`src/rtl/apb_rsp_pkg.sv`:
```
// apb_rsp_pkg: shared FSM state encoding and address decode helper for apb_reg_responder
package apb_rsp_pkg;
  typedef logic [1:0] state_t;
  localparam state_t IDLE  = 2'd0;
  localparam state_t WAIT  = 2'd1;
  localparam state_t READY = 2'd2;
  typedef struct packed {
    logic        in_range;
    logic        aligned;
    logic [31:0] idx;
  } dec_t;
  function automatic dec_t decode(input logic [63:0] addr, input logic [63:0] base,
                                  input int unsigned nregs, input int unsigned bytes,
                                  input int unsigned lsb);
    dec_t d;
    logic [63:0] off;
    off = addr - base;
    d.in_range = (addr >= base) && (off < 64'(nregs) * 64'(bytes));
    d.aligned  = (addr & (64'(bytes) - 64'd1)) == 64'd0;
    d.idx      = 32'(off >> lsb);
    return d;
  endfunction
endpackage

```
`src/rtl/apb_reg_responder_if.sv`:
```
// apb_reg_responder_if: APB bus signals seen from the completer side
interface apb_reg_responder_if #(
  parameter int ADDR_WIDTH = 32,
  parameter int DATA_WIDTH = 32
) ();
  logic                    psel_i;
  logic                    penable_i;
  logic [ADDR_WIDTH-1:0]   paddr_i;
  logic                    pwrite_i;
  logic [DATA_WIDTH-1:0]   pwdata_i;
  logic [DATA_WIDTH/8-1:0] pstrb_i;
  logic                    pready_o;
  logic [DATA_WIDTH-1:0]   prdata_o;
  logic                    pslverr_o;
  modport slave (
    input  psel_i, penable_i, paddr_i, pwrite_i, pwdata_i, pstrb_i,
    output pready_o, prdata_o, pslverr_o
  );
  modport master (
    output psel_i, penable_i, paddr_i, pwrite_i, pwdata_i, pstrb_i,
    input  pready_o, prdata_o, pslverr_o
  );
endinterface

```
`src/rtl/apb_rsp_regfile.sv`:
```
// apb_rsp_regfile: register bank with byte-strobe merge and per-register write pulse
module apb_rsp_regfile #(
  parameter int DATA_WIDTH = 32,
  parameter int NUM_REGS   = 8,
  parameter int IW         = 3
) (
  input  logic                           clk_i,
  input  logic                           arst_ni,
  input  logic                           we_i,
  input  logic [IW-1:0]                  idx_i,
  input  logic [DATA_WIDTH-1:0]          wdata_i,
  input  logic [DATA_WIDTH/8-1:0]        strb_i,
  output logic [NUM_REGS*DATA_WIDTH-1:0] regs_o,
  output logic [NUM_REGS-1:0]            wr_pulse_o
);
  logic [DATA_WIDTH-1:0] regs_q [NUM_REGS];
  logic [NUM_REGS-1:0]   wr_pulse_q;
  // commit a strobed write and raise the pulse for exactly one cycle
  always_ff @(posedge clk_i or negedge arst_ni) begin
    if (!arst_ni) begin
      for (int k = 0; k < NUM_REGS; k++) regs_q[k] <= '0;
      wr_pulse_q <= '0;
    end else begin
      wr_pulse_q <= '0;
      if (we_i) begin
        for (int b = 0; b < DATA_WIDTH/8; b++)
          if (strb_i[b]) regs_q[idx_i][b*8 +: 8] <= wdata_i[b*8 +: 8];
        wr_pulse_q[idx_i] <= 1'b1;
      end
    end
  end
  for (genvar k = 0; k < NUM_REGS; k++) begin : g_out
    assign regs_o[k*DATA_WIDTH +: DATA_WIDTH] = regs_q[k];
  end
  assign wr_pulse_o = wr_pulse_q;
endmodule

```
`src/rtl/apb_reg_responder.sv`:
```
// apb_reg_responder: APB completer over a register bank; wait states enabled by APB_RSP_WAIT_EN
module apb_reg_responder
  import apb_rsp_pkg::*;
#(
  parameter int                    ADDR_WIDTH  = 32,
  parameter int                    DATA_WIDTH  = 32,
  parameter int                    NUM_REGS    = 8,
  parameter logic [ADDR_WIDTH-1:0] BASE_ADDR   = '0,
  parameter int                    WAIT_CYCLES = 0
) (
  input  logic                           clk_i,
  input  logic                           arst_ni,
  apb_reg_responder_if.slave             bus,
  output logic [NUM_REGS*DATA_WIDTH-1:0] regs_o,
  output logic [NUM_REGS-1:0]            wr_pulse_o
);
  localparam int BYTES = DATA_WIDTH / 8;
  localparam int LSB   = BYTES > 1 ? $clog2(BYTES) : 0;
  localparam int IW    = NUM_REGS > 1 ? $clog2(NUM_REGS) : 1;
  state_t                state_q, state_d;
  logic                  err_q, err_d, wr_q, wr_d;
  logic [IW-1:0]         idx_q, idx_d;
  logic [DATA_WIDTH-1:0] wdata_q, wdata_d, prdata_q, prdata_d;
  logic [BYTES-1:0]      strb_q, strb_d;
  logic                  pready_q, pready_d, pslverr_q, pslverr_d;
  logic                  commit, go_rdy, idle;
  logic                  cur_err, cur_wr;
  logic [IW-1:0]         cur_idx;
  logic [DATA_WIDTH-1:0] cur_rdata;
  dec_t                  dec_in;
`ifdef APB_RSP_WAIT_EN
  localparam logic [7:0] WC = 8'(WAIT_CYCLES);
  logic [7:0]            cnt_q, cnt_d;
`endif
  assign dec_in    = decode(64'(bus.paddr_i), 64'(BASE_ADDR), NUM_REGS, BYTES, LSB);
  assign idle      = state_q == IDLE;
  assign cur_err   = idle ? !(dec_in.in_range && dec_in.aligned) : err_q;
  assign cur_wr    = idle ? bus.pwrite_i : wr_q;
  assign cur_idx   = idle ? dec_in.idx[IW-1:0] : idx_q;
  assign cur_rdata = regs_o[cur_idx*DATA_WIDTH +: DATA_WIDTH];
  // handshake FSM: latch at setup, optional wait countdown, complete in READY
  always_comb begin
    state_d   = state_q;
    err_d     = err_q;
    wr_d      = wr_q;
    idx_d     = idx_q;
    wdata_d   = wdata_q;
    strb_d    = strb_q;
    pready_d  = 1'b0;
    pslverr_d = 1'b0;
    prdata_d  = '0;
    commit    = 1'b0;
    go_rdy    = 1'b0;
`ifdef APB_RSP_WAIT_EN
    cnt_d     = cnt_q;
`endif
    case (state_q)
      IDLE: if (bus.psel_i && !bus.penable_i) begin
        err_d   = cur_err;
        wr_d    = bus.pwrite_i;
        idx_d   = dec_in.idx[IW-1:0];
        wdata_d = bus.pwdata_i;
        strb_d  = bus.pstrb_i;
`ifdef APB_RSP_WAIT_EN
        if (WC != 8'd0) begin
          state_d = WAIT;
          cnt_d   = WC;
        end else go_rdy = 1'b1;
`else
        go_rdy = 1'b1;
`endif
      end
`ifdef APB_RSP_WAIT_EN
      WAIT: if (!bus.psel_i) state_d = IDLE;
      else begin
        cnt_d  = cnt_q - 8'd1;
        go_rdy = cnt_q == 8'd1;
      end
`endif
      READY: if (!bus.psel_i) state_d = IDLE;
      else if (bus.penable_i) begin
        commit  = wr_q && !err_q;
        state_d = IDLE;
      end else begin
        pready_d  = 1'b1;
        pslverr_d = pslverr_q;
        prdata_d  = prdata_q;
      end
      default: state_d = IDLE;
    endcase
    if (go_rdy) begin
      state_d   = READY;
      pready_d  = 1'b1;
      pslverr_d = cur_err;
      prdata_d  = (!cur_wr && !cur_err) ? cur_rdata : '0;
    end
  end
  // state and registered outputs
  always_ff @(posedge clk_i or negedge arst_ni) begin
    if (!arst_ni) begin
      state_q   <= IDLE;
      err_q     <= 1'b0;
      wr_q      <= 1'b0;
      idx_q     <= '0;
      wdata_q   <= '0;
      strb_q    <= '0;
      pready_q  <= 1'b0;
      pslverr_q <= 1'b0;
      prdata_q  <= '0;
`ifdef APB_RSP_WAIT_EN
      cnt_q     <= '0;
`endif
    end else begin
      state_q   <= state_d;
      err_q     <= err_d;
      wr_q      <= wr_d;
      idx_q     <= idx_d;
      wdata_q   <= wdata_d;
      strb_q    <= strb_d;
      pready_q  <= pready_d;
      pslverr_q <= pslverr_d;
      prdata_q  <= prdata_d;
`ifdef APB_RSP_WAIT_EN
      cnt_q     <= cnt_d;
`endif
    end
  end
  assign bus.pready_o  = pready_q;
  assign bus.pslverr_o = pslverr_q;
  assign bus.prdata_o  = prdata_q;
  apb_rsp_regfile #(.DATA_WIDTH(DATA_WIDTH), .NUM_REGS(NUM_REGS), .IW(IW)) u_regfile (
    .clk_i      (clk_i),
    .arst_ni    (arst_ni),
    .we_i       (commit),
    .idx_i      (idx_q),
    .wdata_i    (wdata_q),
    .strb_i     (strb_q),
    .regs_o     (regs_o),
    .wr_pulse_o (wr_pulse_o)
  );
endmodule

```
`src/flat_wrapper.sv`:
```
// flat-port wrapper written by rule: the top's interface ports become plain ports
module apb_reg_responder_flat import apb_rsp_pkg::*;
#(
  parameter int                    ADDR_WIDTH  = 32,
  parameter int                    DATA_WIDTH  = 32,
  parameter int                    NUM_REGS    = 8,
  parameter logic [ADDR_WIDTH-1:0] BASE_ADDR   = '0,
  parameter int                    WAIT_CYCLES = 0
)
  (clk_i, arst_ni, regs_o, wr_pulse_o, bus_psel_i, bus_penable_i, bus_paddr_i, bus_pwrite_i, bus_pwdata_i, bus_pstrb_i, bus_pready_o, bus_prdata_o, bus_pslverr_o);
  apb_reg_responder_if #(.ADDR_WIDTH(ADDR_WIDTH), .DATA_WIDTH(DATA_WIDTH)) bus_i ();
  input  logic clk_i;
  input  logic arst_ni;
  output logic [NUM_REGS*DATA_WIDTH-1:0] regs_o;
  output logic [NUM_REGS-1:0] wr_pulse_o;
  input wire logic [$bits(bus_i.psel_i)-1:0] bus_psel_i;
  input wire logic [$bits(bus_i.penable_i)-1:0] bus_penable_i;
  input wire logic [$bits(bus_i.paddr_i)-1:0] bus_paddr_i;
  input wire logic [$bits(bus_i.pwrite_i)-1:0] bus_pwrite_i;
  input wire logic [$bits(bus_i.pwdata_i)-1:0] bus_pwdata_i;
  input wire logic [$bits(bus_i.pstrb_i)-1:0] bus_pstrb_i;
  output wire logic [$bits(bus_i.pready_o)-1:0] bus_pready_o;
  output wire logic [$bits(bus_i.prdata_o)-1:0] bus_prdata_o;
  output wire logic [$bits(bus_i.pslverr_o)-1:0] bus_pslverr_o;
  assign bus_i.psel_i = bus_psel_i;
  assign bus_i.penable_i = bus_penable_i;
  assign bus_i.paddr_i = bus_paddr_i;
  assign bus_i.pwrite_i = bus_pwrite_i;
  assign bus_i.pwdata_i = bus_pwdata_i;
  assign bus_i.pstrb_i = bus_pstrb_i;
  assign bus_pready_o = bus_i.pready_o;
  assign bus_prdata_o = bus_i.prdata_o;
  assign bus_pslverr_o = bus_i.pslverr_o;
  apb_reg_responder #(.ADDR_WIDTH(ADDR_WIDTH), .DATA_WIDTH(DATA_WIDTH), .NUM_REGS(NUM_REGS), .BASE_ADDR(BASE_ADDR), .WAIT_CYCLES(WAIT_CYCLES)) u_core (.clk_i(clk_i), .arst_ni(arst_ni), .bus(bus_i), .regs_o(regs_o), .wr_pulse_o(wr_pulse_o));
endmodule
```
`config.mk`:
```
export PLATFORM = sky130hd
export DESIGN_NAME = apb_reg_responder_flat
export DESIGN_NICKNAME = d
export VERILOG_FILES = /design/src/rtl/apb_rsp_pkg.sv /design/src/rtl/apb_reg_responder_if.sv /design/src/rtl/apb_rsp_regfile.sv /design/src/rtl/apb_reg_responder.sv /design/src/flat_wrapper.sv
export SDC_FILE = /design/constraint.sdc
export NUM_CORES = 1
export LEC_CHECK = 0
export ABC_AREA = 0
export CORE_MARGIN = 4
export CORE_UTILIZATION = 45
export DETAILED_ROUTE_END_ITERATION = 12
export GPL_TIMING_DRIVEN = 0
export HOLD_SLACK_MARGIN = 0.03
export PLACE_DENSITY_LB_ADDON = 0.1
export SLEW_MARGIN = 15
export SYNTH_ARGS = -nofsm -noshare
export SYNTH_HDL_FRONTEND = slang
export SYNTH_SLANG_ARGS = --single-unit
export TNS_END_PERCENT = 1
```
`constraint.sdc`:
```
create_clock -name clk_i -period 1.9 [get_ports clk_i]
set_input_delay 0.19 -clock clk_i [delete_from_list [all_inputs] [get_ports clk_i]]
set_output_delay 0.19 -clock clk_i [all_outputs]
set_load 0.005 [all_outputs]
```
==> results of run 1 <==
worst max-delay path: stages (launching register included):
cell,delay [ns]
dfrtp_1,0.39
buf_6,0.15
and4b_4,0.28
nand3b_4,0.18
buf_6,0.19
nor3b_4,0.26
buf_12,0.18
mux2_4,0.30
power by group:
group / switching (mW) / total [mW] / leakage (nW) / internal, mW
sequential: 0.810 / 8.43 / 4.65 / 7.62
clock: 2.90 / 7.28 / 0.606 / 4.38
combinational: 2.25 / 3.54 / 4.36 / 1.29
metal layers:
layer	track usage, %	share of wire, %	routed length, um	vias up
met5	0	0.11	60	-
met4	8.32	2.5	1310	8
met1	38.4	42	21800	6045
met2	46.5	48	24900	505
li1	-	-	-	5285
met3	7.45	8.1	4260	92
cell type report:
class                           count  area share [%]
Antenna cell                        5          0.0583
Inverter                            6           0.134
Clock inverter                      5           0.251
Sequential cell                   340            39.7
Multi-Input combinational cell    860            30.4
Tap cell                          442            2.58
Timing Repair Buffer              395            19.1
Clock buffer                       65            5.53
Buffer                             58            2.25
placed cells by master, fill, tap and decap left out, drive strengths merged:
cell type and instances:
and4b 1, mux2 295, clkinv 4, inv 5
nand3 130, nor2 11, dlygate4sd3 1, nand2 319
o21ai 35, nor2b 2, nand2b 3, a2bb2o 1
a32o 1, clkdlybuf4s50 369, buf 49, diode 5
o22ai 2, nor4 7, mux2i 2, nor3 5
bufinv 1, or2 1, nand3b 1, clkinvlp 1
dfrtp 340, o41ai 1, ha 3, o2111ai 1
a21oi 2, clkbuf 99, nor3b 3, nand4 34
timing repair:
item                                   4_1_cts  5_1_grt
pin swaps                                   13        8
endpoints found under the hold margin      101        0
resized for setup                          212       57
hold buffers                                 1        0
gates cloned                                 3        0
setup buffers                               17        0
setup endpoints to repair                  332      318
registers in the layout, summed over array words and instances (netlist names), 3 cells and up:
| signal | cells |
|---|---|
| u_core.strb_q | 4 |
| u_core.u_regfile.regs_o | 256 |
| u_core.idx_q | 3 |
| u_core.u_regfile.wr_pulse_o | 8 |
| u_core.bus.prdata_o | 32 |
| u_core.wdata_q | 32 |
kinds of logic (layout without fill, tap and decap cells):
kind of cell               after synthesis  in the layout
AOI/OAI and AO/OA                       43             43
adders and majority gates                3              3
buffers and inverters                   65            529
DFF                                    340            340
muxes                                  297            297
other                                    0              5
and+or+nand+nor                        517            517
worst min path at each step:
stage | startpoint | to | slack (ns) | cells after the start
2_1_floorplan | arst_ni | u_core.bus.prdata_o[0] | -0.11 | 0
3_3_place_gp | u_core.bus.prdata_o[24] | u_core.bus.prdata_o[24] | 0.47 | 2
3_5_place_dp | arst_ni | u_core.bus.prdata_o[12] | 0.12 | 1
4_1_cts | arst_ni | u_core.u_regfile.regs_o[76] | 0.17 | 2
5_1_grt | arst_ni | u_core.u_regfile.regs_o[76] | 0.20 | 2
6_report | arst_ni | u_core.u_regfile.regs_o[76] | 0.18 | 2
stage by stage:
stage          setup WS, ns  util, %  power (mW)
4_1_cts              -0.122     65.4        19.2
5_1_grt              -0.220     65.9        20.0
3_3_place_gp         -14.37     58.6        11.5
2_1_floorplan       -0.0575        -        9.89
3_5_place_dp          -1.15     59.0        11.6
6_report             -0.159     65.9        19.3
==> metrics.txt, run 1 <==
top-count cell post-synth=dfrtp_1; power density cells=898 mW/mm2; CTS tree=yes; worst setup path start=u_core.state_q[1]; xor and xnor area share after synthesis=0%; final worst path period share=108%; Core ar.=0.0325 mm2; dpl cell area=0.0192 mm2; die area=0.0359 mm2; failing checks=setup timing; FILL cells=2,623; Setup WS post-layout=-0.159 ns; Boundary Pins=371; FF-to-FF End=u_core.u_regfile.regs_o[149]; clk root buf=clkbuf_16; nature of the critical path endpoint=register; WHS=0.180 ns; Post-Place Cells=2,081; reg2reg start=u_core.state_q[1]; Synth Area per Inst=11.7 um2; largest area contributor in the synthesized netlist=dfrtp_1; Min-Delay Path Class=in2async; detail-routed via count per cell=5.48; critical path endpoint=u_core.u_regfile.regs_o[149]; Synth Warn #=0; Routed wire per std cell=24.1 um; fmax=486 MHz; adder-cell share of the synthesized area=0.253%; Post-Layout Cell Count=2,176; Port Buffers=370; Die Y-Extent=189 um; post-synthesis sequential area ratio=57.5%; DRC Markers=0; initial antenna violation count=8; vias post-DR=11,935; DRT Pass-1 Iters=5; Worst Max-Slew Pin Slew=0.660 ns; storage element area=0.00851 mm2; Num CTS Buffers=39; CTS Buffer Depth=3; mux cell area share after synthesis=22.6%; Primary FF master, synth=dfrtp_1; R2R depth=7; clk_skew=0.00780 ns; Setup CP Type=reg2reg; Starting Density=45.5%; commonest cells in the netlist=dfrtp_1, nand2_1, mux2_2, nand3_1, clkbuf_1; Setup TNS=-8.83 ns; Yosys reg bits=340; first-pass GRT wire length=77,900 um; multi-input logic area=0.00653 mm2; mapped cell area=0.0148 mm2; Iter 0 DRT Violations=724; num rows=66; final hold vios=0; CTS sink cnt=340; CP Max Fanout=6; routability cong.=0.861; Synth Area in Simple Gates=16.3%; largest net degree at the start of global routing=95; post-synth cell types=38; final critical-path required period=2.06 ns; Setup-failing EPs final=156; Compound-Gate Fraction of Synth Area=1.59%; Worst EP required=2.29 ns; largest family of logic cells by synthesized area=multiplexers; vias in the first global route=12,379; clock slew at the register clock pins of the worst setup and hold paths=0.06 ns; H-tree depth=2; post-route antenna net violation count=0; Pins Over Slew Limit=0; worst path arrival time=2.45 ns; Area Growth Syn to Fin=44.8%; leakage power=9.62 nW; Total GRT Usage=28.7%; layout net count=1,776; Max-Cap Viols=0; top cell type's share of synthesized area=57.5%; Rel. slew slack=56.0%; share of layout cells above drive strength 1=27.8%; post-route cell area=0.0214 mm2; status=finished, violations left; top cells by area, synth=dfrtp_1, mux2_2, nand2_1, nand3_1, nand4_1; syn nets=1,341; Die Wd=189 um; HPWL Detailed=36,300 um; gr ovfl total=0; CP Launch Type=register; Worst VDD drop=0.000614 V; FF-to-FF setup slack=-0.16 ns; Async SR Flop Fraction=100%; EDFF count, synth=0; Cells after Synth=1,265; unrepaired setup endpoints after global routing=yes; final wirelength=52,300 um; Worst-Skew Late Latency=0.52 ns
(Power assumes the default switching activity.)
==> inputs of run 2 (changes only) <==
--- a/config.mk
+++ b/config.mk
@@ -8,6 +8,7 @@
 export ABC_AREA = 0
 export CORE_MARGIN = 4
 export CORE_UTILIZATION = 45
+export CTS_CLUSTER_DIAMETER = 200
 export DETAILED_ROUTE_END_ITERATION = 12
 export GPL_TIMING_DRIVEN = 0
 export HOLD_SLACK_MARGIN = 0.03
==> results of run 2 <==
Same layout as run 1: the final DEF is identical, and so are final timing and power.
==> inputs of run 3 (changes only) <==
--- a/config.mk
+++ b/config.mk
@@ -9,6 +9,7 @@
 export CORE_MARGIN = 4
 export CORE_UTILIZATION = 45
 export CTS_CLUSTER_DIAMETER = 200
+export CTS_CLUSTER_SIZE = 12
 export DETAILED_ROUTE_END_ITERATION = 12
 export GPL_TIMING_DRIVEN = 0
 export HOLD_SLACK_MARGIN = 0.03
==> run 3 against run 2 <==
  * The flow still finishes with violations (setup timing)
  * Critical endpoint is now u_core.u_regfile.regs_o[51]
  * Via count shrank 0.32%
  * Setup slack gained 0.037 ns
  * Final area down 1.5%
  * Global-route usage fell by 0.060 points
  * Largest power group unchanged
  * Worst hold slack better by 0.016 ns
==> metrics.txt, run 3 (synthesis gave the netlist of run 1 again) <==
final worst path period share=106% (-1.9 points); Pwr Total=17.9 mW (-7.0%); Clock power frac=33.3% (-4.5 points); CP Max Fanout=8 (+2); Routed wire per std cell=24.5 um (+1.7%); share of layout cells above drive strength 1=27.6% (-0.20 points); FF-to-FF setup slack=-0.12 ns (+0.04 ns); Die Wd=189 um (unchanged); Min-Delay Path Class=in2async; post-route cell area=0.0211 mm2 (-1.5%); fmax=495 MHz (+1.8%); reg2reg start=u_core.state_q[1]; internal power=12.2 mW (-8.4%); Worst-Skew Late Latency=0.51 ns (about the same); die area=0.0359 mm2 (unchanged); detail-routed via count per cell=5.55 (+1.2%); Rel. slew slack=60.7% (+4.7 points); final wirelength=52,400 um (+0.15%); leakage power=9.47 nW (-1.6%); Combinational Power Share=19.8% (+1.4 points); Sw Pwr=5.74 mW (-3.9%); routability cong.=0.861 (unchanged); Port Buffers=370 (unchanged); critical path endpoint=u_core.u_regfile.regs_o[51]; Area Growth Syn to Fin=42.6%; met2 usage=46.4% (-0.055 points); Num CTS Buffers=34 (-13%); initial antenna violation count=6 (-2); multi-input logic area=0.00653 mm2 (about the same); Core ar.=0.0325 mm2 (unchanged); power density cells=848 mW/mm2 (-5.5%); Die Y-Extent=189 um (unchanged); Worst VDD drop=0.000519 V (-15%); first-pass GRT wire length=77,600 um (-0.44%); HPWL Detailed=36,300 um (unchanged); CTS tree=yes; Max-Cap Viols=0 (unchanged); clk_skew=0.0162 ns (+0.00843 ns); most frequent cells in the layout=clkdlybuf4s50_1, dfrtp_1, nand2_1, mux2_2, nand3_1; clock slew at the register clock pins of the worst setup and hold paths=0.06 ns (about the same); final hold vios=0 (unchanged); sw frac=32.0% (+1.0 points); dpl cell area=0.0192 mm2 (unchanged); Boundary Pins=371 (unchanged); FF-to-FF End=u_core.u_regfile.regs_o[51]; max FFs per register=256 (unchanged); Setup-failing EPs final=204 (+31%); num rows=66 (unchanged); GR Layer Usage met3=7.47% (+0.018 points); FILL cells=2,636 (+0.50%); CTS Buffer Depth=3 (unchanged); unrepaired setup endpoints after global routing=yes; R2R depth=7 (unchanged); largest net degree at the start of global routing=95 (unchanged); gr ovfl total=0 (unchanged); vias in the first global route=12,294 (-0.69%); CP Launch Type=register; status=finished, violations left; clk root buf=clkbuf_16; CTS sink cnt=340 (unchanged); Setup WS post-layout=-0.122 ns (+0.0368 ns); post-route antenna net violation count=0 (unchanged); storage element area=0.00851 mm2 (unchanged); DRC Markers=0 (unchanged); Setup CP Type=reg2reg; Seq pwr share=46.9% (+3.1 points); worst path arrival time=2.41 ns (-0.04 ns); grt peak-use layer=met2; nature of the critical path endpoint=register; layout net count=1,773 (-0.17%); failing checks=setup timing; Worst EP required=2.29 ns (about the same); Pins Over Slew Limit=0 (unchanged); vias post-DR=11,897 (-0.32%); Starting Density=45.5% (unchanged); Total GRT Usage=28.6% (-0.060 points); routing usage on met1=37.8% (-0.58 points); DRT Pass-1 Iters=4 (-1); worst setup path start=u_core.state_q[1]; most common cell after layout, fill and taps aside=clkdlybuf4s50_1; H-tree depth=2 (unchanged); final critical-path required period=2.02 ns (-0.0368 ns); Worst Max-Slew Pin Slew=0.589 ns (-0.0709 ns); Iter 0 DRT Violations=681 (-5.9%)
==> run 3: how the worst min path moves through the flow <==
stage | startpoint | endpoint | slack (ns)
after global routing | arst_ni | u_core.u_regfile.regs_o[76] | 0.22
after CTS | arst_ni | u_core.u_regfile.regs_o[76] | 0.19
after floorplan | arst_ni | u_core.bus.prdata_o[0] | -0.11
after detailed placement | arst_ni | u_core.bus.prdata_o[12] | 0.12
after global placement | u_core.bus.prdata_o[24] | u_core.bus.prdata_o[24] | 0.47
final | arst_ni | u_core.u_regfile.regs_o[76] | 0.20
==> run 3: worst max-delay path, cell delays in order (launching register included) <==
cell and delay (ns):
dfrtp_1 0.39, buf_6 0.15, and4b_4 0.28, nand3_4 0.18, buf_12 0.20, nor3b_4 0.22, buf_12 0.19, mux2_4 0.30
==> run 3: per-layer routing <==
layer  vias to the layer above  share of wire (%)
met5                         -               0.12
met4                         8                3.1
met3                       105                8.0
met2                       473                 47
met1                      6044                 41
li1                       5267                  -
==> run 3: per-stage QoR <==
stage	hold slack, ns	TNS (ns)	setup slack, ns	std cells	utilization [%]
final	0.196	-7.06	-0.122	2143	64.9
after global routing	0.224	-24.38	-0.171	2142	64.9
after CTS	0.193	-8.11	-0.101	2139	64.3
after detailed placement	0.123	-170.12	-1.15	2081	59.0
after global placement	0.467	-5032.36	-14.37	2077	58.6
after floorplan	-0.106	-1.73	-0.0575	1265	-
==> run 3: repair_timing <==
action                                 4_1_cts  5_1_grt
resized for setup                          194       77
setup buffers                               17        1
cloned                                       4        0
endpoints found under the hold margin      101        0
hold buffers                                 1        0
pin swaps                                   14        8
setup endpoints to repair                  332      323
==> run 3: power groups by stage <==
stage	combinational (mW)	sequential [mW]	clock [mW]
2_1_floorplan	1.69	8.21	0
3_3_place_gp	2.98	8.50	0
5_1_grt	3.78	8.50	6.30
3_5_place_dp	3.05	8.50	0
6_report	3.55	8.41	5.96
4_1_cts	3.40	8.39	6.04
==> run 3: cell type report <==
| class | instances | area share, % |
|---|---|---|
| Inverter | 6 | 0.136 |
| Multi-Input combinational cell | 860 | 30.9 |
| Antenna cell | 3 | 0.0356 |
| Sequential cell | 340 | 40.3 |
| Tap cell | 442 | 2.62 |
| Buffer | 58 | 2.23 |
| Clock inverter | 2 | 0.0830 |
| Clock buffer | 35 | 4.15 |
| Timing Repair Buffer | 397 | 19.5 |
==> RTL edit: new RTL, settings of run 1 <==
The option `APB_RSP_WAIT_EN` is turned on by a define.
--- a/src/rtl/apb_reg_responder.sv
+++ b/src/rtl/apb_reg_responder.sv
@@ -1,2 +1,4 @@
 // apb_reg_responder: APB completer over a register bank; wait states enabled by APB_RSP_WAIT_EN
+`define APB_RSP_WAIT_EN
+
 module apb_reg_responder
Check against the original RTL: not settled (the Yosys comparison gave no result); the edit may change what the design does.
==> RTL edit against run 1 <==
The flow still finishes with violations (negative setup slack); synthesized area down 0.20%; global-route usage is 0.77 points lower; design area shrank 0.96%; power up 1.1%; clock power is 4.7% higher; setup slack better by 0.075 ns; final cell count down 0.18%; critical path depth unchanged; wire length decreased by 1.3%; sequential cell count did not move; critical path type unchanged; critical endpoint is now u_core.u_regfile.regs_o[195]$_DFFE_PN0P_; largest cell class unchanged; largest power group unchanged.
==> RTL edit: results (changes against run 1) <==
<table>
<tr><th>Metric</th><th>Value</th></tr>
<tr><th colspan="2">STA</th></tr>
<tr><td>Final Skew</td><td>0.0219 ns (+0.0141 ns)</td></tr>
<tr><td>Worst Slack Setup Final</td><td>-0.0840 ns (+0.0748 ns)</td></tr>
<tr><td>Setup TNS</td><td>-6.98 ns (+1.85 ns)</td></tr>
<tr><td>Final setup violation count</td><td>185 (+19%)</td></tr>
<tr><th colspan="2">Finish</th></tr>
<tr><td>Number of clock buffer instances in the layout</td><td>59 (-9.2%)</td></tr>
<tr><td>Sequential cells</td><td>340 (unchanged)</td></tr>
<tr><td>Share of post-route cells with drive strength above 1</td><td>28.9% (+1.1 points)</td></tr>
<tr><td>Number of non-filler instances in the completed layout</td><td>2172 (-0.18%)</td></tr>
<tr><th colspan="2">Synthesis</th></tr>
<tr><td>Most frequent cells after synthesis</td><td>sky130_fd_sc_hd__dfrtp_1, sky130_fd_sc_hd__mux2_2, sky130_fd_sc_hd__nand2_1</td></tr>
<tr><td>Netlist cell types</td><td>33 (-13%)</td></tr>
<tr><td>Average footprint of a synthesized cell</td><td>11.7 µm² (+0.19%)</td></tr>
<tr><th colspan="2">Critical path</th></tr>
<tr><td>Endpoint of the worst-slack reg-to-reg timing path</td><td>u_core.u_regfile.regs_o[195]$_DFFE_PN0P_</td></tr>
<tr><th colspan="2">Pwr</th></tr>
<tr><td>Switching power of the nets</td><td>5.91 mW (-0.90%)</td></tr>
<tr><td>Clock network fraction of total power</td><td>39.1% (+1.3 points)</td></tr>
<tr><td>Leak</td><td>9.62 nW (about the same)</td></tr>
<tr><td>Share of power burned in registers</td><td>43.1% (-0.7 points)</td></tr>
<tr><th colspan="2">Place</th></tr>
<tr><td>Post-place instance area</td><td>0.0191 mm² (-0.30%)</td></tr>
<tr><td>Detailed-placement wirelength estimate</td><td>35800 µm (-1.6%)</td></tr>
<tr><td>Post-placement setup slack</td><td>-1.14 ns (+0.00792 ns)</td></tr>
<tr><td>Placed insts</td><td>2075 (-0.29%)</td></tr>
<tr><th colspan="2">Global routing</th></tr>
<tr><td>Global routing met3 resource utilization</td><td>6.91% (-0.53 points)</td></tr>
<tr><td>Via count of the first global-routing pass</td><td>12046 (-2.7%)</td></tr>
<tr><th colspan="2">Outcome</th></tr>
<tr><td>Violated checks</td><td>negative setup slack</td></tr>
<tr><td>Run status</td><td>finished, violations left</td></tr>
<tr><th colspan="2">Detailed routing</th></tr>
<tr><td>Wire per inst</td><td>23.8 µm (-1.2%)</td></tr>
<tr><td>Met3 WL post-DR</td><td>4010 µm (-6.0%)</td></tr>
<tr><th colspan="2">Clocking</th></tr>
<tr><td>Post-cts resize count</td><td>115 (-46%)</td></tr>
</table>
[RTL edit: cell types whose count changed in the layout (fill, tap and decap cells not counted), sizes merged, moves of 3 or more]
cell and delta:
clkbuf -16, nor3b -3, nor3 -3, buf +15
nand2 +4
[RTL edit: worst max-delay path: cells and delay by family, from the launching register on]
| family | cells | cell delay (ns) |
|---|---|---|
| muxes | 1 | 0.31 |
| DFF | 1 | 0.38 |
| buffers and inverters | 2 | 0.30 |
| and+or+nand+nor | 4 | 0.87 |
[RTL edit: cell families (layout without fill, tap and decap cells)]
kind of cell	after synthesis	count (layout)	share of synthesized area [%]
AOI/OAI and AO/OA	41	41	1.52
adders and majority gates	3	3	0.254
buffers and inverters	64	531	1.74
DFF	340	340	57.6
muxes	299	299	22.8
other	0	3	0
and+or+nand+nor	513	513	16.2
